$ cat src/rtl/decode_stage.sv
// -----------------------------------------------------------------------------
// decode_stage
//   Instruction decode pipeline stage with a valid/ready handshake on both
//   sides. Holds up to two instructions: an output register and a one-entry
//   skid buffer. The skid buffer lets in_ready_o come straight from a flop
//   instead of depending combinationally on out_ready_i. Each instruction is
//   decoded when it is captured:
//     - the immediate is selected by opcode;
//     - the exception (fetch fault, misaligned pc or illegal opcode) is
//       computed and stored with the instruction.
//
// Parameters
//   XLEN : datapath width, 32 or 64.
//   RV64 : 1 enables the OPIMM32/OP32 opcodes; set to 1 exactly when XLEN=64.
//
// Ports
//   clk_i, rst_i       clock, asynchronous active-high reset
//   flush_i            drop both held instructions (and any offered one)
//   in_valid_i/in_ready_o, in_instr_i, in_pc_i, in_fault_i
//                      fetch-side handshake and payload
//   out_valid_o/out_ready_i
//                      downstream handshake
//   out_pc_o, out_opcode_o, out_rd_o, out_rs1_o, out_rs2_o,
//   out_funct3_o, out_funct7_o, out_imm_o
//                      decoded fields
//   out_ex_o, out_cause_o, out_tval_o
//                      exception attached to the presented instruction
// -----------------------------------------------------------------------------
module decode_stage #(
    parameter int XLEN = 64,
    parameter bit RV64 = 1'b1
) (
    input  logic            clk_i,
    input  logic            rst_i,
    input  logic            flush_i,
    input  logic            in_valid_i,
    output logic            in_ready_o,
    input  logic [31:0]     in_instr_i,
    input  logic [XLEN-1:0] in_pc_i,
    input  logic            in_fault_i,
    output logic            out_valid_o,
    input  logic            out_ready_i,
    output logic [XLEN-1:0] out_pc_o,
    output logic [6:0]      out_opcode_o,
    output logic [4:0]      out_rd_o,
    output logic [4:0]      out_rs1_o,
    output logic [4:0]      out_rs2_o,
    output logic [2:0]      out_funct3_o,
    output logic [6:0]      out_funct7_o,
    output logic [XLEN-1:0] out_imm_o,
    output logic            out_ex_o,
    output logic [XLEN-1:0] out_cause_o,
    output logic [XLEN-1:0] out_tval_o
);

    localparam logic [6:0] OP_LOAD    = 7'b0000011;
    localparam logic [6:0] OP_MISCMEM = 7'b0001111;
    localparam logic [6:0] OP_OPIMM   = 7'b0010011;
    localparam logic [6:0] OP_AUIPC   = 7'b0010111;
    localparam logic [6:0] OP_OPIMM32 = 7'b0011011;
    localparam logic [6:0] OP_STORE   = 7'b0100011;
    localparam logic [6:0] OP_OP      = 7'b0110011;
    localparam logic [6:0] OP_LUI     = 7'b0110111;
    localparam logic [6:0] OP_OP32    = 7'b0111011;
    localparam logic [6:0] OP_BRANCH  = 7'b1100011;
    localparam logic [6:0] OP_JALR    = 7'b1100111;
    localparam logic [6:0] OP_JAL     = 7'b1101111;
    localparam logic [6:0] OP_SYSTEM  = 7'b1110011;

    // Raw instruction is kept so the register fields can be sliced at the
    // output; immediate and exception are resolved once at capture.
    typedef struct packed {
        logic [XLEN-1:0] pc;
        logic [31:0]     instr;
        logic [XLEN-1:0] imm;
        logic            ex;
        logic [XLEN-1:0] cause;
        logic [XLEN-1:0] tval;
    } entry_t;

    entry_t dec_next;
    entry_t out_reg;
    entry_t skid_reg;
    logic   out_valid_reg;
    logic   skid_empty_reg;

    logic [31:0] imm32;
    logic        legal;
    logic [6:0]  op;

    // ------------------------------------------------------------------
    // Decode of the offered instruction
    // ------------------------------------------------------------------
    assign op = in_instr_i[6:0];

    always_comb begin
        imm32 = '0;
        legal = 1'b0;
        case (op)
            OP_LOAD, OP_OPIMM, OP_JALR, OP_SYSTEM, OP_MISCMEM: begin
                imm32 = {{20{in_instr_i[31]}}, in_instr_i[31:20]};
                legal = 1'b1;
            end
            OP_OPIMM32: begin
                imm32 = {{20{in_instr_i[31]}}, in_instr_i[31:20]};
                legal = RV64;
            end
            OP_STORE: begin
                imm32 = {{20{in_instr_i[31]}}, in_instr_i[31:25], in_instr_i[11:7]};
                legal = 1'b1;
            end
            OP_BRANCH: begin
                imm32 = {{20{in_instr_i[31]}}, in_instr_i[7], in_instr_i[30:25],
                         in_instr_i[11:8], 1'b0};
                legal = 1'b1;
            end
            OP_LUI, OP_AUIPC: begin
                imm32 = {in_instr_i[31:12], 12'b0};
                legal = 1'b1;
            end
            OP_JAL: begin
                imm32 = {{12{in_instr_i[31]}}, in_instr_i[19:12], in_instr_i[20],
                         in_instr_i[30:21], 1'b0};
                legal = 1'b1;
            end
            OP_OP: legal = 1'b1;
            OP_OP32: legal = RV64;
            default: legal = 1'b0;
        endcase
    end

    always_comb begin
        dec_next       = '0;
        dec_next.pc    = in_pc_i;
        dec_next.instr = in_instr_i;
        // Every immediate is already sign-extended to 32 bits; bit 31 carries
        // instruction bit 31 (or zero for the no-immediate formats), so
        // replicating it widens correctly for either XLEN.
        dec_next.imm   = {{(XLEN-31){imm32[31]}}, imm32[30:0]};
        if (in_fault_i) begin
            dec_next.ex         = 1'b1;
            dec_next.cause[1:0] = 2'd1;
            dec_next.tval       = in_pc_i;
        end else if (in_pc_i[1:0] != 2'b00) begin
            dec_next.ex         = 1'b1;
            dec_next.tval       = in_pc_i;
        end else if (!legal) begin
            dec_next.ex          = 1'b1;
            dec_next.cause[1:0]  = 2'd2;
            dec_next.tval[31:0]  = in_instr_i;
        end
    end

    // ------------------------------------------------------------------
    // Output register + skid buffer
    // ------------------------------------------------------------------
    logic in_fire;
    logic out_fire;

    assign in_fire  = in_valid_i & skid_empty_reg;
    assign out_fire = out_valid_reg & out_ready_i;

    always_ff @(posedge clk_i or posedge rst_i) begin
        if (rst_i) begin
            out_valid_reg  <= 1'b0;
            out_reg        <= '0;
            skid_empty_reg <= 1'b1;
            skid_reg       <= '0;
        end else if (flush_i) begin
            out_valid_reg  <= 1'b0;
            skid_empty_reg <= 1'b1;
        end else if (out_fire || !out_valid_reg) begin
            // Output slot frees up: skid entry is older, so it goes first.
            // While the skid is full in_ready is low, so nothing new arrives.
            if (!skid_empty_reg) begin
                out_reg        <= skid_reg;
                out_valid_reg  <= 1'b1;
                skid_empty_reg <= 1'b1;
            end else if (in_fire) begin
                out_reg       <= dec_next;
                out_valid_reg <= 1'b1;
            end else begin
                out_valid_reg <= 1'b0;
            end
        end else if (in_fire) begin
            // Output stalled: park the new instruction in the skid buffer.
            skid_reg       <= dec_next;
            skid_empty_reg <= 1'b0;
        end
    end

    assign in_ready_o   = skid_empty_reg;
    assign out_valid_o  = out_valid_reg;
    assign out_pc_o     = out_reg.pc;
    assign out_opcode_o = out_reg.instr[6:0];
    assign out_rd_o     = out_reg.instr[11:7];
    assign out_funct3_o = out_reg.instr[14:12];
    assign out_rs1_o    = out_reg.instr[19:15];
    assign out_rs2_o    = out_reg.instr[24:20];
    assign out_funct7_o = out_reg.instr[31:25];
    assign out_imm_o    = out_reg.imm;
    assign out_ex_o     = out_reg.ex;
    assign out_cause_o  = out_reg.cause;
    assign out_tval_o   = out_reg.tval;

endmodule

$ cat config.mk
export PLATFORM = sky130hd
export DESIGN_NAME = decode_stage
export DESIGN_NICKNAME = d
export VERILOG_FILES = /design/src/rtl/decode_stage.sv
export SDC_FILE = /design/constraint.sdc
export NUM_CORES = 1
export LEC_CHECK = 0
export BUFFER_PORTS_ARGS = -buffer_cell sky130_fd_sc_hd__clkbuf_2
export CORE_MARGIN = 5
export CORE_UTILIZATION = 45
export DETAILED_ROUTE_END_ITERATION = 8
export GPL_ROUTABILITY_DRIVEN = 0
export PLACE_DENSITY = 0.78
export REMOVE_ABC_BUFFERS = 1
export SKIP_LAST_GASP = 1
export SLEW_MARGIN = 20
export SYNTH_ARGS = -nofsm -noshare
export SYNTH_HDL_FRONTEND = slang
export SYNTH_SLANG_ARGS = --single-unit
$ cat constraint.sdc
create_clock -name clk_i -period 12.9 [get_ports clk_i]
set_input_delay 1.29 -clock clk_i [delete_from_list [all_inputs] [get_ports clk_i]]
set_output_delay 1.29 -clock clk_i [all_outputs]
set_load 0.1 [all_outputs]
* Word level (Yosys, flattened, before mapping)
Index checks and enable logic that the tools add are counted.
** Cells by class
- Eq/ne operators :: 14
- Mux-type cells :: 20
- Bitwise gates (word level) :: 4
- Reductions and logical operators :: 10
** Operator list (number)
- $mux W289 :: 2
- $pmux W32 S5 :: 1
- $mux W32 :: 3
- $mux W66 :: 1
- $eq A7 B6 Y1 const B :: 4
- $eq A7 B7 Y1 const B :: 4
- $eq A7 B5 Y1 const B :: 3
- $reduce_or A13 Y1 :: 1
- $mux W1 :: 11
- $eq A7 B2 Y1 const B :: 1
- $eq A7 B4 Y1 const B :: 1
- $reduce_and A3 Y1 :: 2
- $reduce_or A6 Y1 :: 1
- $mux W2 :: 2
- $reduce_bool A2 Y1 :: 2
- $reduce_bool A3 Y1 :: 1
- $and A1 B1 Y1 :: 2
- $ne A2 B1 Y1 const B :: 1
- $not A1 Y1 :: 2
- $reduce_or A2 Y1 :: 1
- $logic_not A1 Y1 :: 1
- $logic_or A1 B1 Y1 :: 1
** Storage, ports and cells
- Register bits after elaboration :: 486
- Input bits :: 102
- Output and inout port bits :: 291
- Word-level logic and storage cells :: 62

* Logic depth before layout (Yosys ltp)
- Word-level depth :: 8
- Depth in mapped cells :: 8
- Gate-level depth less buffers :: 5

* Worst setup path after synthesis
OpenSTA, ideal clock, no wires.
- Kind :: reg-to-output
- From :: register, netlist name out_imm_o[62]
- To :: output port out_imm_o[32]
- Data arrival time :: 1.854 ns
- Required time :: 11.610 ns
- Setup slack :: 9.756 ns
- Stages on the path, launching flop included :: 2
- Path buffers :: 1
- Path through :: dfrtp_1 > buf_4
** RTL lines
- end: declaration :: RTL line 50 : output logic [XLEN-1:0] out_imm_o,

* Worst setup path after layout
- From :: register skid_empty_reg, in the netlist in_ready_o
- To :: output port in_ready_o
** RTL lines
- start: declaration :: RTL line 85 : logic skid_empty_reg;
- start signal: assignment :: RTL line 167 : skid_empty_reg <= 1'b1;
- start signal: assignment :: RTL line 171 : skid_empty_reg <= 1'b1;
- start signal: assignment :: RTL line 178 : skid_empty_reg <= 1'b1;
- end: declaration :: RTL line 37 : output logic in_ready_o,
No word-level cell between the ends.

==> metrics.md <==
| Metric | Value |
|---|---|
| Most common cell after layout, fill and taps aside | nand2_1 |
| GRT Total Usage | 0.222 |
| Skew final | 0.0105 ns |
| Wire length per cell | 18.2 um |
| Hold Fails Final Rpt | 0 |
| CTS tree | done |
| Post-synthesis cell count | 1,943 |
| Slew headroom | 0.287 |
| Layout cells sized above 1 | 0.197 |
| Largest net degree at the start of global routing | 209 |
| Die area | 0.0435 mm^2 |
| First-pass DRT Iterations | 7 |
| Post-synthesis sequential area ratio | 0.553 |
| CP Cell Sequence | buf_12 -> clkbuf_2 |
| Post-CTS setup buffers | 0 |
| Top Ports | 393 |
| Peak VDD IR | 0.122 mV |
| MaxCap Viol Count | 0 |
| Residual DRC | 0 |
| Post-CTS sizing | 0 |
| Antenna-violating nets left | 0 |
| Max Slew Vio Count | 0 |
| Hold-fix buffer count after cts | 0 |
| Worst Max-Slew Pin Slew | 1.07 ns |
| Most frequent cells in the layout | 565 x nand2_1, 391 x dfrtp_1, 330 x clkbuf_2 |
| Worst R2R Start | in_ready_o$_DFFE_PP1P_ |
| Prevailing post-synth register cell | dfrtp_1 |
| #FFs+latches synth | 392 |
| Vias | 14.6k |
| Final core utilization | 0.532 |
| Startpoint class of the critical path | flip-flop |
| WS Path Type | reg -> out |
| Inst Count DP | 2,633 |
| H-Tree Depth | 2 |
| Final net count | 2,262 |
| CORE AREA | 0.0388 mm^2 |
| Asr flop ratio synth | 1.00 |
| Syn_area_per_cell | 9.12 um^2 |
| Synthesis-to-finish area growth | 16.5% |
| CP Max Fanout | 116 |
| Post-Route WL | 49,400 um |
| Register-to-register setup slack | 8.96 ns |
| HP Class | reg -> reg |
| Distinct cells, synth | 47 |
| Critical Path Sink | in_ready_o |
| Status | complete, no violations |
| Slowest cell delay on critical path | 1.28 ns |
| Num CTS Buffers | 42 |
| Setup-failing EPs final | 0 |
| Routed vias/inst | 5.37 |
| Post-synth EDFFs | 0 |
| Sink Count | 392 |
| FMAX | 227 MHz |
| Max FFs per register | 195 |
| Die width | 208 um |
| RSZ-0062 raised after global routing | no |
| Worst path slowest cell | dfstp_4 |
| Crit share post-route | 0.341 |
| Reg2Reg Capture Point | out_pc_o[53]$_DFFE_PP0P_ |
| Final cell count without fillers | 2,712 |
| Clock transition at path regs | 0.06 ns |
| Clk root buf | clkbuf_16 |
| Total global routing overflow | 0 |
| DP HPWL | 30,500 um |
| Pwr dens | 204 mW/mm^2 |
| Port Buf Inserts | 330 |
| Initial core utilization | 0.457 |
| Worst Setup End Kind | output port |
| Number of global-route vias before repair | 14.7k |
| Critical path arrival | 3.11 ns |
| Initial antenna violation count | 2 |
| Total Power | 4.22 mW |
| First-pass GRT wire length | 79,400 um |
| Clock buffer depth | 3 |
| LEAKAGE | 10.8 nW |
| Die height | 208 um |
| Min cycle time layout | 4.40 ns |
| Cell Rows | 72 |
| Skew-Pair Late Insertion Delay | 0.56 ns |
| Initial DRC count | 1,188 |
| Crit path launch | in_ready_o$_DFFE_PP1P_ |
| Ys Warns | 0 |
| Worst path required time | 11.61 ns |
| R2R depth | 5 |
| Syn Std Cell Area | 0.0177 mm^2 |
area by class of cell:
| type | count | area, um^2 |
|---|---|---|
| Fill cell | 3504 | 18200 |
| Clock buffer | 65 | 1290 |
| Sequential cell | 392 | 9810 |
| Clock inverter | 12 | 163 |
| Antenna cell | 1 | 2.50 |
| Multi-Input combinational cell | 1373 | 6870 |
| Inverter | 4 | 22.5 |
| Tap cell | 518 | 648 |
| Timing Repair Buffer | 347 | 1840 |
where the power goes:
group          internal (mW)  total, mW  switching [mW]
registers               1.47       1.60           0.135
clock network          0.769       1.26           0.495
logic                  0.205       1.35            1.15
worst min path at each step:
stage,startpoint,end,slack (ns),depth (start not counted)
global placement,skid_reg[140]$_DFFE_PP0P_,skid_reg[140]$_DFFE_PP0P_,0.45,2
global route,skid_reg[246]$_DFFE_PP0P_,skid_reg[246]$_DFFE_PP0P_,0.49,2
detailed placement,skid_reg[245]$_DFFE_PP0P_,skid_reg[245]$_DFFE_PP0P_,0.46,2
finish,skid_reg[272]$_DFFE_PP0P_,skid_reg[272]$_DFFE_PP0P_,0.47,2
floorplan,skid_reg[140]$_DFFE_PP0P_,skid_reg[140]$_DFFE_PP0P_,0.44,2
CTS,skid_reg[281]$_DFFE_PP0P_,skid_reg[281]$_DFFE_PP0P_,0.48,2
per-layer routing:
layer / global-route usage / wire length [um] / part of all wire / vias up
met5: 0 / 20 / 0.00040 / -
met4: 0.0539 / 1010 / 0.020 / 2
met3: 0.0625 / 4290 / 0.087 / 74
met2: 0.376 / 24000 / 0.49 / 586
met1: 0.285 / 20100 / 0.41 / 7078
li1: - / - / - / 6832
synthesized netlist by cell type (2+ instances only):
library cell	count	area, um^2
a21oi_1	89	445
a22oi_1	5	37.5
a31oi_1	71	444
and2_1	2	12.5
and2b_1	2	15.0
and3_1	32	200
and3b_1	2	17.5
buf_1	10	37.5
buf_2	48	240
buf_4	94	706
buf_6	2	22.5
clkbuf_1	77	289
clkbuf_2	4	20.0
dfrtp_1	391	9780
inv_1	3	11.3
mux2i_1	99	991
nand2_1	565	2120
nand2b_1	2	12.5
nand3_1	75	375
nor2_1	66	248
nor2b_1	3	18.8
nor3_1	7	35.0
o211ai_1	5	37.5
o21ai_0	194	971
o21ai_1	14	70.1
o22ai_1	2	12.5
or2_2	2	12.5
or3_1	56	350
or3b_2	2	17.5
xor2_1	2	17.5
worst max-delay path, delay by kind of cell (launching register included):
kind                   cells  cell delay (ns)
flip-flops                 1             1.28
buffers and inverters      2             1.18
kinds of logic (layout without fill, tap and decap cells):
| kind of cell | count (synthesis) | in the layout | share of synthesized area |
|---|---|---|---|
| flops | 392 | 392 | 0.553 |
| other cells | 1 | 63 | 0.000212 |
| simple gates | 822 | 822 | 0.197 |
| compound gates | 388 | 388 | 0.118 |
| buf+inv | 239 | 428 | 0.0750 |
| xor+xnor | 2 | 2 | 0.000988 |
| mux | 99 | 99 | 0.0559 |
through the flow:
step	instance area, um^2	worst slack (ns)	TNS [ns]	hold slack, ns
global route	20700	8.40	0	0.489
global placement	19200	8.23	0	0.451
floorplan	16600	-8.34	-1647.62	0.439
detailed placement	19200	8.10	0	0.461
finish	20700	8.50	0	0.470
CTS	20600	8.46	0	0.476
(Power assumes the default switching activity.)
